--- config.mk ---
export PLATFORM = sky130hd
export DESIGN_NAME = ts_sync_align
export DESIGN_NICKNAME = d
export VERILOG_FILES = /design/src/rtl/ts_sync_align_pkg.sv /design/src/rtl/ts_sync_align.sv
export SDC_FILE = /design/constraint.sdc
export NUM_CORES = 1
export LEC_CHECK = 0
export CAP_MARGIN = 20
export CORE_ASPECT_RATIO = 1.75
export CORE_MARGIN = 2
export CORE_UTILIZATION = 56
export DETAILED_ROUTE_END_ITERATION = 8
export DONT_BUFFER_PORTS = 1
export GPL_ROUTABILITY_DRIVEN = 0
export HOLD_SLACK_MARGIN = 0.12
export PLACE_DENSITY = 0.74
export SETUP_SLACK_MARGIN = 0.4
export SLEW_MARGIN = 20
export SYNTH_ARGS = -nofsm -noshare
export SYNTH_HDL_FRONTEND = slang
export SYNTH_SLANG_ARGS = --single-unit
--- constraint.sdc ---
create_clock -name clk -period 1.9 [get_ports clk]
set_input_delay 0.095 -clock clk [delete_from_list [all_inputs] [get_ports clk]]
set_output_delay 0.095 -clock clk [all_outputs]
set_load 0.05 [all_outputs]
--- src/rtl/ts_sync_align_pkg.sv ---
// Shared transport-stream constants and sync-FSM state encoding.
// Also used by the de-interleaver and RS decoder.
package ts_sync_align_pkg;

    localparam int          TS_PKT_LEN    = 204;
    localparam logic [7:0]  TS_SYNC_BYTE  = 8'h47;
    localparam logic [7:0]  TS_SYNC_INV   = 8'hB8;
    localparam int          TS_LOCK_CNT   = 3;
    localparam int          TS_UNLOCK_CNT = 3;

    // 2'd3 is unused and recovers to ST_SEARCH
    typedef enum logic [1:0] {
        ST_SEARCH = 2'd0,
        ST_VERIFY = 2'd1,
        ST_LOCK   = 2'd2
    } ts_state_t;

endpackage

--- src/rtl/ts_sync_align.sv ---
// Byte-level TS sync acquisition: locks to the 0x47/0xB8 byte recurring every
// PKT_LEN bytes, forwards all bytes with a one-cycle delay and flags packet starts.
module ts_sync_align
    import ts_sync_align_pkg::*;
#(
    parameter int         PKT_LEN    = TS_PKT_LEN,
    parameter logic [7:0] SYNC_BYTE  = TS_SYNC_BYTE,
    parameter logic [7:0] SYNC_INV   = TS_SYNC_INV,
    parameter int         LOCK_CNT   = TS_LOCK_CNT,
    parameter int         UNLOCK_CNT = TS_UNLOCK_CNT
) (
    input  logic       clk,
    input  logic       rst,
    input  logic [7:0] din_byte,
    input  logic       din_valid,
    output logic [7:0] dout_byte,
    output logic       dout_valid,
    output logic       syn_out,
    output logic       sframe_out,
    output logic       lock
);

    localparam logic [7:0] POS_LAST  = 8'(PKT_LEN - 1);
    localparam logic [2:0] LOCK_N    = 3'(LOCK_CNT);
    localparam logic [2:0] UNLOCK_N  = 3'(UNLOCK_CNT);

    ts_state_t  r_state;
    logic [7:0] r_pos;
    logic [2:0] r_hits;
    logic [2:0] r_miss;
    logic [7:0] r_dout_byte;
    logic       r_dout_valid;
    logic       r_syn;
    logic       r_sframe;
    logic       r_lock;

    logic       w_is_inv;
    logic       w_is_sync;
    logic       w_pos0;
    logic [7:0] w_pos_inc;

    assign w_is_inv  = (din_byte == SYNC_INV);
    assign w_is_sync = (din_byte == SYNC_BYTE) || w_is_inv;
    assign w_pos0    = (r_pos == 8'd0);
    assign w_pos_inc = (r_pos == POS_LAST) ? 8'd0 : r_pos + 8'd1;

    always_ff @(posedge clk or posedge rst) begin
        if (rst) begin
            r_state      <= ST_SEARCH;
            r_pos        <= 8'd0;
            r_hits       <= 3'd0;
            r_miss       <= 3'd0;
            r_dout_byte  <= 8'd0;
            r_dout_valid <= 1'b0;
            r_syn        <= 1'b0;
            r_sframe     <= 1'b0;
            r_lock       <= 1'b0;
        end else begin
            r_dout_valid <= din_valid;
            r_syn        <= 1'b0;
            r_sframe     <= 1'b0;
            if (din_valid) begin
                r_dout_byte <= din_byte;
                case (r_state)
                    ST_SEARCH: begin
                        if (w_is_sync) begin
                            r_pos  <= 8'd1;
                            r_hits <= 3'd1;
                            if (LOCK_N == 3'd1) begin
                                r_state  <= ST_LOCK;
                                r_miss   <= 3'd0;
                                r_lock   <= 1'b1;
                                r_syn    <= 1'b1;
                                r_sframe <= w_is_inv;
                            end else begin
                                r_state <= ST_VERIFY;
                            end
                        end
                    end
                    ST_VERIFY: begin
                        r_pos <= w_pos_inc;
                        if (w_pos0) begin
                            if (w_is_sync) begin
                                r_hits <= r_hits + 3'd1;
                                if (r_hits + 3'd1 == LOCK_N) begin
                                    r_state  <= ST_LOCK;
                                    r_miss   <= 3'd0;
                                    r_lock   <= 1'b1;
                                    r_syn    <= 1'b1;
                                    r_sframe <= w_is_inv;
                                end
                            end else begin
                                // the failing byte is not reconsidered as a new candidate
                                r_state <= ST_SEARCH;
                                r_hits  <= 3'd0;
                                r_pos   <= 8'd0;
                            end
                        end
                    end
                    ST_LOCK: begin
                        r_pos <= w_pos_inc;
                        if (w_pos0) begin
                            if (w_is_sync) begin
                                r_miss   <= 3'd0;
                                r_syn    <= 1'b1;
                                r_sframe <= w_is_inv;
                            end else if (r_miss + 3'd1 == UNLOCK_N) begin
                                r_state <= ST_SEARCH;
                                r_pos   <= 8'd0;
                                r_hits  <= 3'd0;
                                r_miss  <= 3'd0;
                                r_lock  <= 1'b0;
                            end else begin
                                // flywheel: keep marking packet starts through short fades
                                r_miss <= r_miss + 3'd1;
                                r_syn  <= 1'b1;
                            end
                        end
                    end
                    default: begin
                        r_state <= ST_SEARCH;
                        r_pos   <= 8'd0;
                        r_hits  <= 3'd0;
                        r_miss  <= 3'd0;
                        r_lock  <= 1'b0;
                    end
                endcase
            end
        end
    end

    assign dout_byte  = r_dout_byte;
    assign dout_valid = r_dout_valid;
    assign syn_out    = r_syn;
    assign sframe_out = r_sframe;
    assign lock       = r_lock;

endmodule
==> key figures, run 1 <==
Run status
  – Status: complete, but fails checks
  – Violated checks: hold timing, setup timing

Global route
  – First-pass GRT wire length: 6.851 mm
  – Largest net degree at the start of global routing: 16
  – Grt ovf: 0
  – Global Route Usage Sum: 25.90%
  – Initial antenna violation count: 0
  – Vias in the first global route: 1,525

CTS
  – Clk slew on worst S/H paths: 0.09 ns
  – Clock Latency Late Sink: 0.28 ns
  – Clock buffer depth: 2
  – Clk sinks: 28
  – H-Tree Level Count: 1
  – Clock root buffer: clkbuf_8
  – TritonCTS clock tree: yes
  – Number of buffers created by CTS: 3

Routing
  – Vias: 1,418
  – WL final: 4.174 mm
  – Routed vias/inst: 6.475
  – Drc violations: 0
  – Initial DRC Count: 48
  – Drt wl/cell: 19.06 um
  – Post-route ant nets: 0
  – First drt pass iteration count: 4

Placed design
  – HPWL after DPL: 2.770 mm
  – Cell Area, Placed: 1809 um^2
  – Quantity of I/O buffers inserted on ports: 0

Timing
  – Min Clock Period, post-route: 1.975 ns
  – Fmax achieved: 506.2 MHz
  – Period utilization: 104.0%
  – Hold Fails Final Rpt: 3
  – Final Max Tran Viols: 0
  – Worst setup margin: -0.07539 ns
  – RSZ-0062 raised after global routing: yes
  – Setup TNS Final: -0.5470 ns
  – Worst Tran Pin Value: 0.6651 ns
  – Clk_skew: 0.005188 ns
  – Final setup violation count: 11
  – Rel. slew slack: 55.51%
  – Worst hold slack: -0.03688 ns

Yosys
  – Syn Nets: 184
  – Avg Synthesized Cell Area: 10.29 um^2
  – Synthesized instance count: 163
  – Synth top area share: 41.76%
  – Number of synthesized flops with an enable pin: 0
  – Asr flop ratio synth: 100.0%
  – Top-count cell post-synth: dfrtp_1
  – Top area cells in the synthesized netlist: dfrtp_1 42%, ha_1 7.5%, mux2_2 7.4%
  – Synth Warn #: 0
  – Yosys reg bits: 28
  – Leading area contributor after synthesis: dfrtp_1
  – Seq/Total Area, Yosys: 41.76%
  – Synth unique cells: 46
  – Cell Area, Synth: 1678 um^2
  – Top FF cell, synth: dfrtp_1
  – Synth cell count leaders: 28 x dfrtp_1, 16 x nand2_1, 11 x mux2_2, 11 x nor2_1, 10 x ha_1

Floorplanning
  – Die ar.: 3467 um^2
  – FP Rows: 26
  – I/O pin count: 23
  – Starting Density: 57.95%
  – Die width: 45.38 um
  – Die Y: 76.41 um
  – Core area: 2895 um^2

Worst hold path
  – WHS Endpoint: dout_byte[1]
  – Hold path start: din_byte[1]
  – Worst hold path class: in2reg
  – Min-Delay Path Depth: 1

Critical path
  – Flop-to-flop setup slack: -0.08 ns
  – Crit Path Class: reg2reg
  – Crit-path max FO: 7
  – R2r startpoint: r_pos[0]
  – FF-to-FF path depth: 7
  – Critical path required time: 2.05 ns
  – Crit path DAT: 2.13 ns
  – RR Endpoint: r_pos[7]
  – Worst Setup End Kind: register
  – Startpoint types: register

Cells and area
  – Core Util, Final: 73.81%
  – Multi-input gate area: 1062 um^2
  – Register Area: 700.7 um^2
  – Antenna cells: 0
  – Share of cells above drive strength 1: 34.55%
  – Nets@finish: 213
  – Fillers: 186
  – Syn-to-layout area delta: 27.37%
  – Post-route cell area: 2137 um^2

Pwr
  – PD cells: 1058 nW/um^2
  – Lkg Pwr: 0.8862 nW
  – Worst IR Drop VDD: 0.8367 mV
  – Power Total: 2.260 mW

Job
  – Maxcap violations: 0
==> registers in the layout, summed over array words and instances (netlist names), 2 cells and up <==
| name | count |
|---|---|
| r_state | 2 |
| r_pos | 8 |
| r_miss | 3 |
| dout_byte | 8 |
| r_hits | 3 |
==> per-stage QoR <==
stage	cells	setup WS, ns
after floorplan	163	0.09837
after global placement	199	0.02077
after detailed placement	199	-0.09710
after CTS	212	-0.08994
after global routing	219	-0.1760
final	219	-0.07539
==> power by group <==
part           total (mW)  internal (mW)  switching (mW)
clock               0.370          0.186           0.184
combinational        1.06          0.501           0.559
sequential          0.829          0.683           0.146
==> metal layers <==
metal | up-vias | wire (um) | part of all wire (%) | global-route usage (%)
met5 | - | 0 | 0 | 0
met4 | 0 | 114 | 2.7 | 7.941
met3 | 11 | 105 | 2.5 | 3.555
met2 | 26 | 2373 | 57 | 46.29
met1 | 717 | 1581 | 38 | 30.11
li1 | 664 | - | - | -
==> layout make-up <==
type | count | area share, %
flip-flops and latches | 28 | 32.79
inverters | 9 | 1.581
clock buffers | 4 | 2.576
well taps | 28 | 1.639
multi-input cells | 120 | 49.71
repair buffers | 30 | 11.71
==> timing repair <==
| action | in CTS | in global routing |
|---|---|---|
| buffers inserted | 5 | 4 |
| hold buffers | 4 | 3 |
| hold endpoints to repair | 26 | 8 |
| gates resized for setup | 18 | 11 |
| setup endpoints to repair | 19 | 19 |
| pin swaps | 13 | 7 |
==> worst max path at each step <==
stage / from / to / slack (ns) / cells after the start
2_1_floorplan: r_pos[0] / r_hits[1] / 0.1 / 7
3_3_place_gp: r_pos[0] / r_pos[2] / 0.02 / 7
3_5_place_dp: r_pos[0] / r_pos[5] / -0.1 / 7
4_1_cts: r_pos[0] / r_pos[1] / -0.09 / 7
5_1_grt: r_pos[0] / r_pos[2] / -0.18 / 7
6_report: r_pos[0] / r_pos[7] / -0.08 / 7
==> kinds of logic (layout without fill, tap and decap cells) <==
kind of cell	count (synthesis)	count (layout)	share of synthesized area, %
and+or+nand+nor	57	57	19.02
AOI/OAI and AO/OA	39	39	18.42
DFF	28	28	41.76
buffers and inverters	15	43	4.325
muxes	12	12	7.979
adders and majority gates	10	10	7.457
xor gates and xnor gates	2	2	1.044
==> layout by cell type, fill, tap and decap left out, types with 3 or more instances in the layout <==
cell           Yosys  layout
dlygate4sd3_1      0       7
dfrtp_1           28      28
o211ai_1           8       8
or3_1              3       3
mux2_2            11       9
inv_1              9       7
and2_1             3       3
buf_4              0      21
nand2_1           16      16
o221ai_2           0       3
clkbuf_8           0       4
nand3_1            3       3
nor2_1            11      11
nand4_1            4       4
ha_1              10       7
==> worst max-delay path: stages (launching register included) <==
cell and delay [ns]:
dfrtp_1 0.40, inv_2 0.09, ha_4 0.13, nor4b_4 0.24, nand4_1 0.24, o311a_4 0.43
nor2_4 0.20, o21ai_0 0.13
No activity file was read; power rests on OpenSTA's default activity.
==> inputs of run 2 (changes only) <==
--- a/config.mk
+++ b/config.mk
@@ -5,6 +5,7 @@
 export SDC_FILE = /design/constraint.sdc
 export NUM_CORES = 1
 export LEC_CHECK = 0
+export ABC_AREA = 1
 export CAP_MARGIN = 20
 export CORE_ASPECT_RATIO = 1.75
 export CORE_MARGIN = 2
==> run 2 against run 1 <==
The run ends with hold timing left. Clock power rose by 28%. Sequential share of layout area up 0.33 points. Sequential power increased by 6.8%. Utilization fell by 1.2 points. Worst hold slack lost 0.13 ns. Synthesized cell count up 39%. Area after synthesis rose by 3.9%. Fmax grew 25%. Critical endpoint is now lock. Highest routed layer unchanged.
==> key figures, run 2 <==
Routing
  – First drt pass iteration count: 4 (unchanged)
  – Vias: 1,488 (was 1,418)
  – Initial DRC Count: 33 (was 48)
  – WL final: 3.937 mm (was 4.174 mm)
  – Drt wl/cell: 13.67 um (was 19.06 um)
  – Drc violations: 0 (unchanged)
  – Routed vias/inst: 5.167 (was 6.475)
  – Post-route ant nets: 0 (unchanged)

Yosys
  – Number of synthesized flops with an enable pin: 0 (unchanged)
  – Synth cell count leaders: 56 x nand2_1, 30 x inv_1, 28 x dfrtp_1, 26 x nor2_1 (was 28 x dfrtp_1, 16 x nand2_1, 11 x mux2_2, 11 x nor2_1, 10 x ha_1)
  – Seq/Total Area, Yosys: 40.20% (was 41.76%)
  – Cell Area, Synth: 1743 um^2 (was 1678 um^2)
  – Leading area contributor after synthesis: dfrtp_1 (unchanged)
  – Top area cells in the synthesized netlist: dfrtp_1 40%, nand2_1 12%, ha_1 7.2% (was dfrtp_1 42%, ha_1 7.5%, mux2_2 7.4%)
  – Asr flop ratio synth: 100.0% (unchanged)
  – Synth unique cells: 27 (was 46)
  – Synth Warn #: 0 (unchanged)
  – Top-count cell post-synth: nand2_1 (was dfrtp_1)
  – Yosys reg bits: 28 (unchanged)
  – Syn Nets: 248 (was 184)
  – Synthesized instance count: 227 (was 163)
  – Top FF cell, synth: dfrtp_1 (unchanged)
  – Synth top area share: 40.20% (was 41.76%)
  – Avg Synthesized Cell Area: 7.678 um^2 (was 10.29 um^2)

CTS
  – Clk sinks: 28 (unchanged)
  – Clock Latency Late Sink: 0.28 ns (about the same)
  – H-Tree Level Count: 1 (unchanged)
  – Number of buffers created by CTS: 3 (unchanged)
  – Clock root buffer: clkbuf_8 (unchanged)
  – Clock buffer depth: 2 (unchanged)
  – Hold buffer count at CTS: 9 (was 4)
  – Clk slew on worst S/H paths: 0.10 ns (was 0.09 ns)
  – TritonCTS clock tree: yes (unchanged)

Floorplanning
  – Die width: 46.17 um (was 45.38 um)
  – FP Rows: 26 (unchanged)
  – Die ar.: 3592 um^2 (was 3467 um^2)
  – Core area: 2960 um^2 (was 2895 um^2)
  – Starting Density: 58.88% (was 57.95%)
  – I/O pin count: 23 (unchanged)
  – Die Y: 77.80 um (was 76.41 um)

Critical path
  – CP max stage delay: 0.41 ns (was 0.43 ns)
  – Startpoint types: register (unchanged)
  – Crit Path Class: reg2reg (unchanged)
  – Cell breakdown of the critical path: ha_2, xnor2_2, nand2_2, a21oi_4, nand3_4, nor2_8, nand2_1, nand2_1, nand2_1 (was inv_2, ha_4, nor4b_4, nand4_1, o311a_4, nor2_4, o21ai_0)
  – Crit-path max FO: 7 (unchanged)
  – R2r startpoint: r_hits[0] (was r_pos[0])
  – Most common cell type on the critical path: nand2_1
  – FF-to-FF path depth: 9 (was 7)
  – Worst Setup End Kind: register (unchanged)
  – Slowest cell on the critical path: dfrtp_1 (was o311a_4)
  – Crit path DAT: 1.76 ns (was 2.13 ns)
  – RR Endpoint: lock (was r_pos[7])
  – Critical path required time: 2.08 ns (was 2.05 ns)
  – Flop-to-flop setup slack: 0.32 ns (was -0.08 ns)

Timing
  – Clk_skew: 0.004591 ns (was 0.005188 ns)
  – Worst setup margin: 0.3167 ns (was -0.07539 ns)
  – Rel. slew slack: 68.32% (was 55.51%)
  – RSZ-0062 raised after global routing: yes (unchanged)
  – Setup TNS Final: 0 ns (was -0.5470 ns)
  – Worst Tran Pin Value: 0.4753 ns (was 0.6651 ns)
  – Worst hold slack: -0.1646 ns (was -0.03688 ns)
  – Fmax achieved: 631.6 MHz (was 506.2 MHz)
  – Min Clock Period, post-route: 1.583 ns (was 1.975 ns)
  – Hold Fails Final Rpt: 1 (was 3)
  – Final setup violation count: 0 (was 11)
  – Period utilization: 83.33% (was 104.0%)
  – Final Max Tran Viols: 0 (unchanged)

Placed design
  – HPWL after DPL: 2.563 mm (was 2.770 mm)
  – Quantity of I/O buffers inserted on ports: 0 (unchanged)
  – Placed Cells incl. Taps: 269 (was 199)
  – Pre-CTS WS: 0.2362 ns (was -0.09710 ns)

Pwr
  – Sw Ratio: 41.89% (was 39.36%)
  – Seq pwr share: 37.6% (was 36.7%)
  – Share of total power in combinational logic: 42.3% (was 46.9%)
  – Net Sw Power: 987.6 uW (was 889.7 uW)
  – PD cells: 1097 nW/um^2 (was 1058 nW/um^2)
  – Worst IR Drop VDD: 0.7582 mV (was 0.8367 mV)
  – Power Internal: 1.370 mW (about the same)
  – Lkg Pwr: 0.9874 nW (was 0.8862 nW)
  – Clock power frac: 20.1% (was 16.4%)

Cells and area
  – Core Util, Final: 72.61% (was 73.81%)
  – Nets@finish: 268 (was 213)
  – Antenna cells: 0 (unchanged)
  – Syn-to-layout area delta: 23.33% (was 27.37%)
  – Most common cell after layout, fill and taps aside: nand2_1 (was dfrtp_1)
  – Share of cells above drive strength 1: 27.24% (was 34.55%)
  – Commonest non-fill, non-tap cells in the layout: 51 x nand2_1, 28 x inv_1, 23 x nor2_1 (was 28 x dfrtp_1, 21 x buf_4, 16 x nand2_1)
  – Fin cells: 288 (was 219)

Global route
  – Global Route Usage Sum: 24.44% (was 25.90%)
  – First-pass GRT wire length: 6.492 mm (was 6.851 mm)
  – Largest net degree at the start of global routing: 29 (was 16)
  – Grt ovf: 0 (unchanged)
  – Vias in the first global route: 1,530 (was 1,525)
  – Initial antenna violation count: 0 (unchanged)

Worst hold path
  – Min-Delay Path Depth: 0 (was 1)
  – Worst hold path class: in2reg (unchanged)
  – WHS Endpoint: dout_valid (was dout_byte[1])
  – Hold path start: din_valid (was din_byte[1])

Job
  – Maxcap violations: 0 (unchanged)

Run status
  – Violated checks: hold timing (was hold timing, setup timing)
  – Status: complete, but fails checks (unchanged)
run 2: changes by cell type after synthesis, moves of 8 or more:
cell      delta
mux2_2      -11
nand2_1     +40
o211ai_1     -8
nand3_1     +11
nor2_1      +15
a21oi_1     +10
inv_1       +21
run 2: power by group through the flow:
| stage | Sequential (mW) | Clock (mW) | Combinational [mW] |
|---|---|---|---|
| 3_3_place_gp | 0.890 | 0 | 0.746 |
| 5_1_grt | 0.899 | 0.513 | 1.11 |
| 3_5_place_dp | 0.891 | 0 | 0.758 |
| 4_1_cts | 0.872 | 0.479 | 0.882 |
| 2_1_floorplan | 0.867 | 0 | 0.636 |
| 6_report | 0.885 | 0.475 | 0.997 |
run 2: how the worst max path moves through the flow:
| stage | slack, ns | from | end |
|---|---|---|---|
| floorplan | 0.41 | r_hits[1] | lock |
| global placement | 0.24 | r_state[1] | r_miss[0] |
| detailed placement | 0.24 | r_hits[0] | lock |
| CTS | 0.35 | r_hits[1] | lock |
| global route | 0.24 | r_miss[0] | r_pos[0] |
| finish | 0.32 | r_hits[0] | lock |
run 2: routing by layer:
metal / part of all wire [%] / GRT usage [%] / vias to the layer above
met5: 0 / 0 / -
met1: 39 / 28.98 / 691
met3: 2.4 / 3.256 / 13
li1: - / - / 755
met2: 55 / 41.25 / 29
met4: 3.1 / 11.14 / 0
run 2: cells by family (layout without fill, tap and decap cells):
family,Yosys count,after routing,share of synthesized area [%]
compound gates,30,30,9.404
xor+xnor,3,3,1.508
simple gates,121,121,33.45
flops,28,28,40.20
buf+inv,35,54,8.255
fa+ha+maj,10,10,7.179
run 2: repair_timing:
item	in CTS	in global routing
gates resized for setup	13	31
setup endpoints to repair	15	25
buffers inserted	6	0
pin swaps	8	16
endpoints found under the hold margin	53	17
cloned	0	0
run 2: layout make-up:
cell class | count | area, um^2
Multi-Input combinational cell | 164 | 1033
Fill cell | 233 | 810.8
Inverter | 33 | 126.4
Sequential cell | 28 | 711.9
Timing Repair Buffer | 17 | 153.9
Clock buffer | 3 | 41.29
Tap cell | 42 | 52.55
Clock inverter | 1 | 30.03
run 2: worst max-delay path: cells and delay by family (launching register included):
kind	cells	cell delay, ns
compound gates	1	0.16
xor+xnor	1	0.18
fa+ha+maj	1	0.20
flops	1	0.41
simple gates	6	0.51
run 2: through the flow:
step | instance area (um^2) | power, mW | hold slack [ns]
floorplan | 1759 | 1.504 | 0.1264
global placement | 1808 | 1.637 | 0.07363
detailed placement | 1808 | 1.649 | 0.07609
CTS | 2057 | 2.233 | -0.1667
global route | 2150 | 2.519 | -0.1838
finish | 2150 | 2.358 | -0.1646
